[config.mk]
export PLATFORM = sky130hd
export DESIGN_NAME = watchdog_kick_gen
export DESIGN_NICKNAME = d
export VERILOG_FILES = /design/src/rtl/watchdog_kick_gen.sv
export SDC_FILE = /design/constraint.sdc
export NUM_CORES = 1
export LEC_CHECK = 0
export ABC_AREA = 1
export BUFFER_PORTS_ARGS = -buffer_cell sky130_fd_sc_hd__buf_2
export CAP_MARGIN = 20
export CELL_PAD_IN_SITES_DETAIL_PLACEMENT = 0
export CELL_PAD_IN_SITES_GLOBAL_PLACEMENT = 1
export CORE_UTILIZATION = 40
export CTS_CLUSTER_DIAMETER = 80
export DETAILED_ROUTE_END_ITERATION = 6
export HOLD_SLACK_MARGIN = 0.1
export MAX_ROUTING_LAYER = met4
export PLACE_DENSITY = 0.79
export SLEW_MARGIN = 20
export SYNTH_ARGS = -nofsm -noshare
export SYNTH_HDL_FRONTEND = slang
export SYNTH_SLANG_ARGS = --single-unit
export TNS_END_PERCENT = 50
[constraint.sdc]
create_clock -name clk -period 3.3 [get_ports clk]
set_input_delay 0.33 -clock clk [delete_from_list [all_inputs] [get_ports clk]]
set_output_delay 0.33 -clock clk [all_outputs]
set_load 0.01 [all_outputs]
[src/rtl/watchdog_kick_gen.sv]
// Feed-side controller for the auto-reset watchdog: arms, kicks on liveness.
// Optional WDT_KICK_GEN_HB_BYPASS_EN removes heartbeat gating (no STALL).
module watchdog_kick_gen #(
  parameter int unsigned ARM_DELAY_CYCLES = 100_000_000,
  parameter int unsigned KICK_PERIOD      = 50_000_000,
  parameter int unsigned KICK_WIDTH       = 4,
  parameter int unsigned HB_WINDOW        = 200_000_000,
  parameter int unsigned HOLDOFF_CYCLES   = 1000
) (
  input  logic        clk,
  input  logic        rst_n,
  input  logic        enable,
  input  logic        heartbeat,
  input  logic        wdt_reset,
  output logic        watch_dog_counter_start_signal,
  output logic        watch_dog_signal,
  output logic [15:0] kick_count,
  output logic        hb_stale,
  output logic [2:0]  state
);

  typedef enum logic [2:0] {
    IDLE    = 3'd0,
    ARM     = 3'd1,
    RUN     = 3'd2,
    STALL   = 3'd3,
    HOLDOFF = 3'd4
  } state_e;

  state_e      state_q;
  logic [31:0] arm_cnt_q;
  logic [31:0] period_cnt_q;
  logic [31:0] hb_age_q;
  logic [31:0] holdoff_cnt_q;
  logic [15:0] kick_cnt_q;
  logic [3:0]  width_q;
  logic        kick_q;
  logic        start_q;
  logic        pend_q;

  logic        hb_in;
  logic        hb_ok;
  logic        period_end;
  logic        fire;
  logic [31:0] hb_age_inc;

`ifdef WDT_KICK_GEN_HB_BYPASS_EN
  logic unused_hb;
  assign unused_hb = heartbeat;
  assign hb_in     = 1'b0;
  assign hb_ok     = 1'b1;
  assign hb_stale  = 1'b0;
`else
  assign hb_in     = heartbeat;
  // a heartbeat in the expiry cycle counts as age 0
  assign hb_ok     = hb_in || (hb_age_q < HB_WINDOW);
  assign hb_stale  = (state_q == STALL);
`endif

  assign period_end = (period_cnt_q == KICK_PERIOD - 1);
  assign hb_age_inc = (hb_age_q >= HB_WINDOW) ? HB_WINDOW
                                              : hb_age_q + 32'd1;

  assign fire = enable && !wdt_reset && (state_q == RUN)
             && (pend_q || (period_end && hb_ok));

  assign watch_dog_counter_start_signal = start_q;
  assign watch_dog_signal = kick_q;
  assign kick_count       = kick_cnt_q;
  assign state            = state_q;

  always_ff @(posedge clk or negedge rst_n) begin
    if (!rst_n) begin
      state_q       <= IDLE;
      arm_cnt_q     <= '0;
      period_cnt_q  <= '0;
      hb_age_q      <= '0;
      holdoff_cnt_q <= '0;
      kick_cnt_q    <= '0;
      width_q       <= '0;
      kick_q        <= 1'b0;
      start_q       <= 1'b0;
      pend_q        <= 1'b0;
    end else begin
      pend_q <= 1'b0;
      if (kick_q) begin
        if (width_q == 4'd0) kick_q <= 1'b0;
        else width_q <= width_q - 4'd1;
      end
      if (fire) begin
        kick_q  <= 1'b1;
        width_q <= 4'(KICK_WIDTH - 1);
        if (kick_cnt_q != 16'hFFFF)
          kick_cnt_q <= kick_cnt_q + 16'd1;
      end
      // later assignments override the kick pulse above
      if (!enable) begin
        state_q       <= IDLE;
        start_q       <= 1'b0;
        kick_q        <= 1'b0;
        arm_cnt_q     <= '0;
        period_cnt_q  <= '0;
        hb_age_q      <= '0;
        holdoff_cnt_q <= '0;
      end else if (wdt_reset && state_q != IDLE) begin
        state_q       <= HOLDOFF;
        start_q       <= 1'b0;
        kick_q        <= 1'b0;
        holdoff_cnt_q <= '0;
      end else begin
        unique case (state_q)
          IDLE: begin
            state_q   <= ARM;
            arm_cnt_q <= '0;
          end
          ARM: begin
            if (arm_cnt_q == ARM_DELAY_CYCLES - 1) begin
              state_q      <= RUN;
              start_q      <= 1'b1;
              period_cnt_q <= '0;
              hb_age_q     <= '0;
            end else begin
              arm_cnt_q <= arm_cnt_q + 32'd1;
            end
          end
          RUN: begin
            hb_age_q <= hb_in ? 32'd0 : hb_age_inc;
            if (period_end) begin
              period_cnt_q <= '0;
              if (!hb_ok) state_q <= STALL;
            end else begin
              period_cnt_q <= period_cnt_q + 32'd1;
            end
          end
          STALL: begin
            if (hb_in) begin
              state_q      <= RUN;
              period_cnt_q <= '0;
              hb_age_q     <= '0;
              pend_q       <= 1'b1;
            end
          end
          HOLDOFF: begin
            if (holdoff_cnt_q == HOLDOFF_CYCLES - 1) begin
              state_q   <= ARM;
              arm_cnt_q <= '0;
            end else begin
              holdoff_cnt_q <= holdoff_cnt_q + 32'd1;
            end
          end
          default: state_q <= IDLE;
        endcase
      end
    end
  end

endmodule
Yosys cells after proc, flatten, opt, wreduce, memory -nomap -nowiden. Index checks and enable logic that the tools add are counted.

Order comparisons: 2. Muxes and demuxes: 44. Reductions and logical operators: 19. Eq/ne operators: 25. Add/subtract/negate cells: 6.

Operator list (count): $mux W32 (17); $pmux W32 S3 (3); $add A32 B1 Y32 const B (4); $eq A32 B10 Y1 const B (1); $eq A32 B26 Y1 const B (1); $eq A32 B27 Y1 const B (1); $ge A32 B28 Y1 const B (1); $lt A32 B28 Y1 const B (1); $mux W3 (7); $add A16 B1 Y16 const B (1); $ne A16 B16 Y1 const B (1); $ne A3 B3 Y1 const B (5); $pmux W3 S5 (1); $mux W1 (13); $mux W4 (3); $ne A4 B3 Y1 const B (3); $ne A3 B1 Y1 const B (3); $ne A4 B1 Y1 const B (2); $ne A4 B4 Y1 const B (2); $reduce_and A2 Y1 (4); $reduce_and A4 Y1 (2); $eq A3 B2 Y1 const B (2); $logic_and A1 B1 Y1 (5); $reduce_and A5 Y1 (1); other kinds (10) (12).

Register bits after elaboration: 154. Output and inout bits: 22. Input bits: 5. Logic and storage cells: 106.

Longest topological paths before layout. Gate-level depths: netlist of run 1.

Word-level depth: 8. Gate-level depth with buffers: 14. Mapped depth without buffers: 14.

Worst setup path before layout of run 1. OpenSTA, ideal clock, no wires.

Path kind: reg2reg. From: reg arm_cnt_q[0]. To: reg period_cnt_q[4]. Slack: 1497 ps. Stages on the path, launching flop included: 14. Period minus slack after synthesis: 1803 ps. Path buffers: 2. Arrival time: 1684 ps. Data required time: 3181 ps. Library setup time: 119 ps. Cells stage by stage: dfrtp_1 ha_1 nand2_2 nor2_4 nand2_2 nor2_1 nand2_1 nand3_2 nand2_2 nor2_4 buf_6 buf_6 o21ai_1 o21a_1.

Longest elaborated chain between the ends: 3.

Ends and longest elaborated chain: start, declared (RTL line 31) `logic [31:0] arm_cnt_q;`; start signal, assigned (RTL line 123) `arm_cnt_q <= arm_cnt_q + 32'd1;`; $eq A32 B27 Y1 (RTL line 117) `if (arm_cnt_q == ARM_DELAY_CYCLES - 1) begin`; $ne A3 B3 Y1 (no source line); $reduce_and A4 Y1 (no source line); end signal, assigned (RTL line 132) `period_cnt_q <= period_cnt_q + 32'd1;`; end, declared (RTL line 32) `logic [31:0] period_cnt_q;`.

Every way passes these cells. A chain may end at the register's enable or synchronous reset.

Worst setup path in the final report of run 1.
From: reg arm_cnt_q[0]. To: reg hb_age_q[17].

Longest elaborated chain between the ends: 3.

Ends and longest elaborated chain: $eq A32 B27 Y1 (RTL line 117); $ne A3 B3 Y1 (no source line); $reduce_and A4 Y1 (no source line); end signal, assigned (RTL line 127) `hb_age_q <= hb_in ? 32'd0 : hb_age_inc;`; end, declared (RTL line 33) `logic [31:0] hb_age_q;`.

Every way passes these cells.

==> results of run 1 <==
## stage by stage
| step | power, mW | area (um^2) | instances |
|---|---|---|---|
| global placement | 3.24 | 10800 | 1875 |
| finish | 5.11 | 11400 | 1907 |
| global route | 5.39 | 11400 | 1907 |
| CTS | 5.17 | 11400 | 1907 |
| detailed placement | 3.24 | 10800 | 1875 |
| floorplan | 2.93 | 10400 | 1551 |
## critical path, delay by kind of cell, from the launching register on
| kind | cells | cell delay, ns |
|---|---|---|
| simple gates | 9 | 1.29 |
| flops | 1 | 0.39 |
| fa+ha+maj | 1 | 0.23 |
| buf+inv | 1 | 0.23 |
| compound gates | 2 | 0.22 |
## flip-flops by register name, indices dropped and copies added (netlist names)
name and flops:
period_cnt_q 32, state 3, holdoff_cnt_q 32, hb_age_q 32, pend_q 1, arm_cnt_q 32, watch_dog_counter_start_signal 1, watch_dog_signal 1
kick_count 16, width_q 4
## cell type report
type	instances	area share
Multi-Input combinational cell	1146	0.485
Sequential cell	154	0.338
Inverter	207	0.0681
Clock buffer	18	0.0385
Tap cell	330	0.0362
Timing Repair Buffer	40	0.0249
Clock inverter	12	0.0102
## kinds of logic after synthesis
| logic type | Yosys count | share of synthesized area |
|---|---|---|
| compound gates | 164 | 0.0839 |
| xor+xnor | 67 | 0.0565 |
| fa+ha+maj | 7 | 0.00843 |
| buf+inv | 251 | 0.0971 |
| flops | 154 | 0.371 |
| mux | 1 | 0.000963 |
| simple gates | 907 | 0.382 |
## cells in the mapped netlist, drive strengths merged
cell	n	area [um^2]
inv	205	769
or2	1	6.26
xnor2	20	175
and2	1	6.26
ha	7	87.6
nor2	208	821
mux2i	1	10.0
clkinv	2	7.51
xor2	47	412
dfrtp	154	3850
nand2	398	1530
a2bb2oi	2	17.5
clkbuf	18	68.8
nor4	4	25.0
nor3b	2	15.0
a21o	1	7.51
nand3b	3	35.0
nor3	103	532
a21oi	37	200
o22ai	2	12.5
o21a	3	22.5
o21ai	114	574
buf	26	164
nand3	139	701
nand4	48	300
o31ai	2	15.0
a22oi	2	15.0
a21boi	1	7.51
## path summary, 6_finish.rpt
check,endpoint,slack [ns]
min in group asynchronous,period_cnt_q[17],0.50
min,pend_q,0.31
max reg2reg,hb_age_q[17],0.83
max in group asynchronous,width_q[3],2.05
min reg2reg,hb_age_q[30],0.47
max,hb_age_q[17],0.83
## metal layers
metal,part of all wire,vias to the layer above,global-route usage
li1,-,5026,-
met1,0.49,4573,0.318
met2,0.45,190,0.359
met3,0.040,43,0.0373
met4,0.020,0,0.0680
met5,0,-,-
## report_power, final
part / internal [mW] / total (mW) / switching, mW
registers: 1.92 / 1.98 / 0.0528
clock network: 1.06 / 1.91 / 0.851
logic: 0.278 / 1.23 / 0.949
## what timing repair did
action	CTS	global route
hold buffers	2	0
endpoints found under the hold margin	69	0
buffers inserted	0	0
==> results.yml, run 1 <==
cells_and_area:
  final_common_cell: "nand2_1"
  final_cell_mix: "nand2_1, inv_1, nor2_1, dfrtp_1, nand3_1"
  multi_input_comb_area_um2: 5530
  nNetsFinal: 1578
  antenna_cells: 0
  drive_gt1_frac: 0.0609
  final_util: 0.451
  fill_cells: 2664
  synthToLayoutAreaGrowth_pct: 9.81
  seqCellArea_um2: 3850
critical_path:
  worstSetupPathType: "flop to flop"
  cp.required_ns: 3.63
  r2r-start: "arm_cnt_q[0]"
  critPathLaunch: "arm_cnt_q[0]"
  endpoint_kind: "flop"
  critPathMaxFanout: 13
  ff2ff_path_depth: 13
  cpPeakStageDelay_ns: 0.39
  start_kind: "flop"
  cp.arrival_ns: 2.80
  crit_chain: "ha_1 -> nand2_2 -> nor2_4 -> nand2_2 -> nor2_1 -> nand2_1 -> nand3_2 -> nand2_2 -> nor2_4 -> nand2_1 -> inv_1 -> o21ai_0 -> o21ai_0"
  path_common_cell: "nand2_2"
  crit_slowest_cell: "dfrtp_1"
grt:
  grt_pass1_vias: 9476
  grt-ovfl-total: 0
  grt_usage: 0.234
  antenna_found_initial: 0
  grt_first_pass_wirelength_um: 48400
  grt_start_max_net_pins: 71
cts:
  postCtsResizedCells: 0
  tritoncts: "yes"
  clock_tree.buffer_depth: 2
  cts_inserted_buffers: 17
  clockRootBuffer: "clkbuf_16"
  cts_htree_levels: 4
  clk_pin_slew_ns: 0.07
  clock-sinks: 154
  clock_latency_ns: 0.43
logic_synthesis:
  syn_area_per_cell_um2: 6.70
  netlist_instances: 1551
  syn_area_um2: 10400
  ys_types: 45
  synth_seq_cells: 154
  ys_seq_area_frac: 0.371
  synth.yosys.warnings: 0
  syn-num-nets: 1563
sta:
  timing.final.crit_share: 0.748
  hold_violations: 0
  clock_skew_ns: 0.0168
  slew_headroom: 0.508
  rsz0062_at_grt: "no"
  whs_ns: 0.314
  fin_setup_tns_ns: 0
  tightest_slew_ns: 0.738
  drv_slew: 0
  fmax_mhz: 405
  fin_ws_ns: 0.830
  setup_viol: 0
  min_period_ns: 2.47
placed_design:
  gp_routability_congestion: 0.922
  port_buffers: 26
  place_ws_ns: 0.865
  dpl.hpwl_um: 20600
floorplanning:
  fp.coreArea_um2: 25300
  pin_count: 27
  initial_core_util: 0.410
  fp-row-count: 58
  die_w_um: 163
  dieArea_um2: 26600
  die-height_um: 163
routing:
  routedWlPerCell_um: 15.0
  vias: 9832
  post-route-drc-count: 0
  vias_per_cell: 5.16
  drtAntennaViolNets: 0
  drt-pass1-iter-count: 5
  drtIter0Drc: 709
  drt_wl_total_um: 28500
power_and_ir_drop:
  max-vdd-ir-drop_v: 0.000382
  power.leakage_nw: 4.69
  p_per_area_nw_per_um2: 448
min_path:
  hold_depth: 3
  worstHoldStart: "heartbeat"
  worstHoldPathType: "input port to flop"
run_status:
  run_status: "complete, no violations"
job:
  drv_cap: 0
Note: power is estimated with default switching activity, not from simulation.
==> run 2: changes to the inputs <==
PLACE_DENSITY = 0.82   (was 0.79)
clock period = 2.2 ns   (was 3.3 ns; I/O delays follow)
==> run 2 against run 1 <==
Non-clock buffer count increased by 57; largest cell class unchanged; die area stayed put; power increased by 68%; register-to-register slack worse by 0.70 ns; global-route usage rose by 0.081 points; first-iteration DRC count fell by 14%; largest power group is now the clock network; critical path depth is 1 higher; critical path type unchanged; worst hold slack lost 0.088 ns; cell area grew 6.1%; worst setup slack worse by 0.70 ns; utilization rose by 2.7 points.
==> results.yml, run 2 (synthesis gave the netlist of run 1 again) <==
cts:
  cts_inserted_buffers: 17
  clock-sinks: 154
  cts_htree_levels: 4
  tritoncts: "yes"
  clock_tree.buffer_depth: 2
  clockRootBuffer: "clkbuf_16"
  clk_pin_slew_ns: 0.07
  clock_latency_ns: 0.43
floorplanning:
  pin_count: 27
  initial_core_util: 0.410
  die_w_um: 163
  die-height_um: 163
  fp-row-count: 58
  fp.coreArea_um2: 25300
  dieArea_um2: 26600
min_path:
  worstHoldPathType: "input port to flop"
  hold_depth: 3
job:
  drv_cap: 0
routing:
  drtIter0Drc: 609
  post-route-drc-count: 0
  drtAntennaViolNets: 0
  vias: 10120
  routedWlPerCell_um: 14.8
  vias_per_cell: 5.15
  drt_wl_total_um: 29100
  drt-pass1-iter-count: 5
placed_design:
  dpl.hpwl_um: 21100
  dp_cells: 1921
  port_buffers: 26
  gp_routability_congestion: 0.929
cells_and_area:
  final_cell_mix: "nand2_1, inv_1, nor2_1, dfrtp_1, nand3_1"
  synthToLayoutAreaGrowth_pct: 16.5
  drive_gt1_frac: 0.106
  fin_cells: 1966
  antenna_cells: 0
  nNetsFinal: 1635
  final_common_cell: "nand2_1"
run_status:
  run_status: "complete, no violations"
sta:
  fmax_mhz: 484
  slew_headroom: 0.594
  drv_slew: 0
  setup_viol: 0
  fin_setup_tns_ns: 0
  hold_violations: 0
  tightest_slew_ns: 0.609
  clock_skew_ns: 0.0126
  rsz0062_at_grt: "yes"
  timing.final.crit_share: 0.939
  min_period_ns: 2.07
power_and_ir_drop:
  power.leakage_nw: 5.04
  max-vdd-ir-drop_v: 0.000631
  p_per_area_nw_per_um2: 708
grt:
  grt_start_max_net_pins: 49
  grt-ovfl-total: 0
  antenna_found_initial: 0
  top_usage_layer: "met2"
  met3_usage: 0.0358
  grt_usage: 0.235
  grt_first_pass_wirelength_um: 49100
  grt_util_met1: 0.310
  use_met2: 0.376
  grt_pass1_vias: 9882
critical_path:
  cp.arrival_ns: 2.38
  cp.required_ns: 2.52
  ff2ff_path_depth: 14
  endpoint_kind: "flop"
  worstSetupPathType: "flop to flop"
  start_kind: "flop"
  critPathMaxFanout: 18
[run 2: cell types whose count changed in the layout (fill, tap and decap cells not counted), moves of 3 or more]
cell     delta
nor2_1      -8
nor2_2      +6
o21ai_1     +4
inv_1       -3
buf_12      +5
buf_4      +49
o21ai_0     -4
nand2_1     -3
nand2_2     +3
[run 2: final cells by class]
class | count | area, um^2
Clock buffer | 17 | 425
Clock inverter | 15 | 190
Tap cell | 330 | 413
Inverter | 207 | 785
Fill cell | 2599 | 13200
Timing Repair Buffer | 97 | 817
Sequential cell | 154 | 3850
Multi-Input combinational cell | 1146 | 5620
[run 2: per-layer routing]
metal	routed length [um]	part of all wire	up-vias
met5	0	0	-
met4	380	0.013	0
met3	1180	0.041	31
met2	13700	0.47	222
met1	13800	0.48	4728
li1	-	-	5139
[run 2: path summary, 6_finish.rpt]
path	startpoint	end	slack [ns]
worst max-delay path	arm_cnt_q[28]	hb_age_q[7]	0.13
worst min-delay path	heartbeat	pend_q	0.23
worst max register to register	arm_cnt_q[28]	hb_age_q[7]	0.13
worst min register to register	hb_age_q[31]	hb_age_q[31]	0.47
max in group asynchronous	rst_n	arm_cnt_q[21]	1.33
min in group asynchronous	rst_n	period_cnt_q[13]	0.26
[run 2: through the flow]
| step | utilization | area, um^2 | hold WS [ns] | setup WS (ns) | power [mW] |
|---|---|---|---|---|---|
| after floorplan | - | 10400 | -0.0756 | 0.397 | 4.40 |
| after global placement | 0.444 | 11200 | 0.151 | 0.0932 | 5.10 |
| after detailed placement | 0.444 | 11200 | 0.152 | 0.0519 | 5.09 |
| after CTS | 0.469 | 11900 | 0.189 | 0.0106 | 8.27 |
| after global routing | 0.478 | 12100 | 0.234 | -0.0491 | 8.98 |
| final | 0.478 | 12100 | 0.226 | 0.134 | 8.58 |
[run 2: worst max-delay path, stage by stage (launching register included)]
cell and delay [ns]:
dfrtp_1 0.42, inv_1 0.09, nand2_1 0.10, nor2_1 0.15, nand2_1 0.09, nor2_2 0.14, nand2_2 0.09, nand3_2 0.08
nand2_2 0.06, nor2_4 0.14, buf_12 0.14, buf_12 0.15, nand2_1 0.10, o21ai_1 0.14, nor2_1 0.05
[run 2: what timing repair did]
| item | CTS | global route |
|---|---|---|
| cloned | 0 | 2 |
| setup buffers | 0 | 9 |
| resized for setup | 1 | 31 |
| hold buffers | 2 | 0 |
| pin swaps | 0 | 3 |
| setup endpoints to repair | 1 | 101 |
| hold endpoints to repair | 138 | 0 |
[run 2: where the power goes]
part	switching, mW	leakage, nW	total, mW	internal [mW]
combinational	1.58	2.62	2.44	0.865
clock	1.34	0.298	3.15	1.81
sequential	0.0948	2.13	2.98	2.88
total	3.01	5.04	8.58	5.56
==> run 3: changes to the inputs <==
CELL_PAD_IN_SITES_GLOBAL_PLACEMENT = 2   (was 1)
CORE_UTILIZATION = 33   (was 40)
PLACE_DENSITY = 0.85   (was 0.82)
==> run 3 against run 2 <==
Die area rose by 21%; worst hold slack got worse by 0.089 ns; critical path type unchanged; critical path depth fell by 4; clock power fell by 1%; utilization fell by 8.6 points; largest power group unchanged; non-clock buffer count fell by 2.
==> results.yml, run 3 (synthesis gave the netlist of run 1 again) <==
min_path:
  hold_depth: 3
  holdPathEnd: "arm_cnt_q[2]"
  worstHoldStart: "enable"
  worstHoldPathType: "input port to flop"
routing:
  post-route-drc-count: 0
  drt_wl_total_um: 31100
  drt-pass1-iter-count: 5
  vias: 9987
  drtIter0Drc: 644
  drtAntennaViolNets: 0
  routedWlPerCell_um: 15.3
  vias_per_cell: 4.92
critical_path:
  crit_chain: "nor3_4 -> inv_2 -> nor2_1 -> inv_1 -> nor2_1 -> buf_4 -> inv_1 -> o21ai_4 -> o21ai_0 -> nor2_1"
  r2r-start: "state[0]"
  cp.arrival_ns: 2.46
  crit_slowest_cell: "dfrtp_1"
  critical_path.top_delay_family: "simple AND/OR/NAND/NOR gates"
  path_common_cell: "nor2_1"
  cpPeakStageDelay_ns: 0.48
  endpoint_kind: "flop"
  cp.required_ns: 2.57
  start_kind: "flop"
  ff2ff_setup_slack_ns: 0.11
  critPathMaxFanout: 7
  cp.buffers_inverters: 4
  ff2ff_path_depth: 10
  worstSetupPathType: "flop to flop"
  worstReg2RegEnd: "hb_age_q[4]"
grt:
  grt-ovfl-total: 0
  grt_usage: 0.204
  grt_first_pass_wirelength_um: 51600
  antenna_found_initial: 0
  grt_pass1_vias: 9792
  grt_start_max_net_pins: 53
run_status:
  run_status: "complete, no violations"
sta:
  timing.final.crit_share: 0.949
  slew_headroom: 0.536
  fmax_mhz: 479
  hold_violations: 0
  rsz0062_at_grt: "yes"
  setup_viol: 0
  tightest_slew_ns: 0.697
  clock_skew_ns: 0.0267
  drv_slew: 0
  min_period_ns: 2.09
floorplanning:
  die-height_um: 179
  pin_count: 27
  fp.coreArea_um2: 30800
  die_w_um: 179
  initial_core_util: 0.337
  fp-row-count: 64
  dieArea_um2: 32200
placed_design:
  gp_routability_congestion: 0.916
  dpl.hpwl_um: 22300
  port_buffers: 26
  dp_cells: 1987
cells_and_area:
  final_util: 0.392
  final_cell_mix: "nand2_1, inv_1, nor2_1, dfrtp_1, nand3_1"
  drive_gt1_frac: 0.103
  antenna_cells: 0
  synthToLayoutAreaGrowth_pct: 16.3
  fin_cells: 2030
  final_common_cell: "nand2_1"
  fill_cells: 3283
  nNetsFinal: 1633
power_and_ir_drop:
  switching_share: 0.359
  comb_power_share: 0.278
  p_per_area_nw_per_um2: 695
  p_int_mw: 5.39
  pwr-share-clk: 0.370
  p_seq_frac: 0.353
  power.leakage_nw: 5.02
  power.total_mw: 8.41
  p_sw_mw: 3.02
  max-vdd-ir-drop_v: 0.000582
cts:
  clock-sinks: 154
  cts_inserted_buffers: 17
  clock_tree.buffer_depth: 2
  clockRootBuffer: "clkbuf_16"
  cts_htree_levels: 4
  clock_latency_ns: 0.45
  clk_pin_slew_ns: 0.07
  tritoncts: "yes"
job:
  drv_cap: 0
-- run 3: changes by cell type in the layout (fill, tap and decap cells not counted), sizes merged --
cell / change
clkbuf: +3
buf: -2
clkinvlp: -2
bufinv: -1
clkinv: +1
inv: -1
-- run 3: routing by layer --
layer / global-route usage / wire length [um]
met5: - / 0
met4: 0.0459 / 353
met3: 0.0298 / 966
met2: 0.325 / 14300
met1: 0.275 / 15500
-- run 3: final cells by class --
cell class | instances | area (um^2) | share of cell area
multi-input combinational | 1146 | 5590 | 0.462
tap | 396 | 495 | 0.0410
clock buffer | 20 | 467 | 0.0386
sequential | 154 | 3850 | 0.319
clock inverter | 12 | 138 | 0.0114
timing repair buffer | 95 | 769 | 0.0636
inverter | 207 | 781 | 0.0646
-- run 3: power by group through the flow --
stage               clock network (mW)  logic [mW]  registers (mW)
global placement                     0        2.08            3.02
CTS                               3.19        2.10            2.96
floorplan                            0        1.38            3.01
finish                            3.11        2.33            2.97
global route                      3.29        2.55            2.97
detailed placement                   0        2.09            3.02
-- run 3: worst min-delay path, cell delays in order --
cell and delay, ns:
buf_2 0.17, nand3_1 0.10, nand2_1 0.05
-- run 3: timing repair --
action	4_1_cts	5_1_grt
endpoints found under the hold margin	44	0
endpoints found under the setup margin	2	77
pin swaps	0	2
resized for setup	1	22
setup buffers	0	7
cloned	0	2
hold buffers	2	0
-- run 3: worst max path at each step --
stage,start,to,cells after the start
global placement,hb_age_q[18],hb_age_q[20],12
finish,state[0],hb_age_q[4],10
global route,period_cnt_q[1],kick_count[10],13
floorplan,arm_cnt_q[0],period_cnt_q[4],13
CTS,arm_cnt_q[0],period_cnt_q[5],13
detailed placement,hb_age_q[18],hb_age_q[20],12
-- run 3: per-stage QoR --
stage | worst slack (ns) | area, um^2 | hold slack [ns] | TNS [ns]
floorplan | 0.397 | 10400 | -0.0756 | 0
CTS | 0.00297 | 11900 | 0.125 | 0
detailed placement | 0.0140 | 11300 | 0.214 | 0
global placement | 0.0230 | 11300 | 0.217 | 0
global route | -0.00849 | 12100 | 0.139 | -0.0146
finish | 0.112 | 12100 | 0.137 | 0
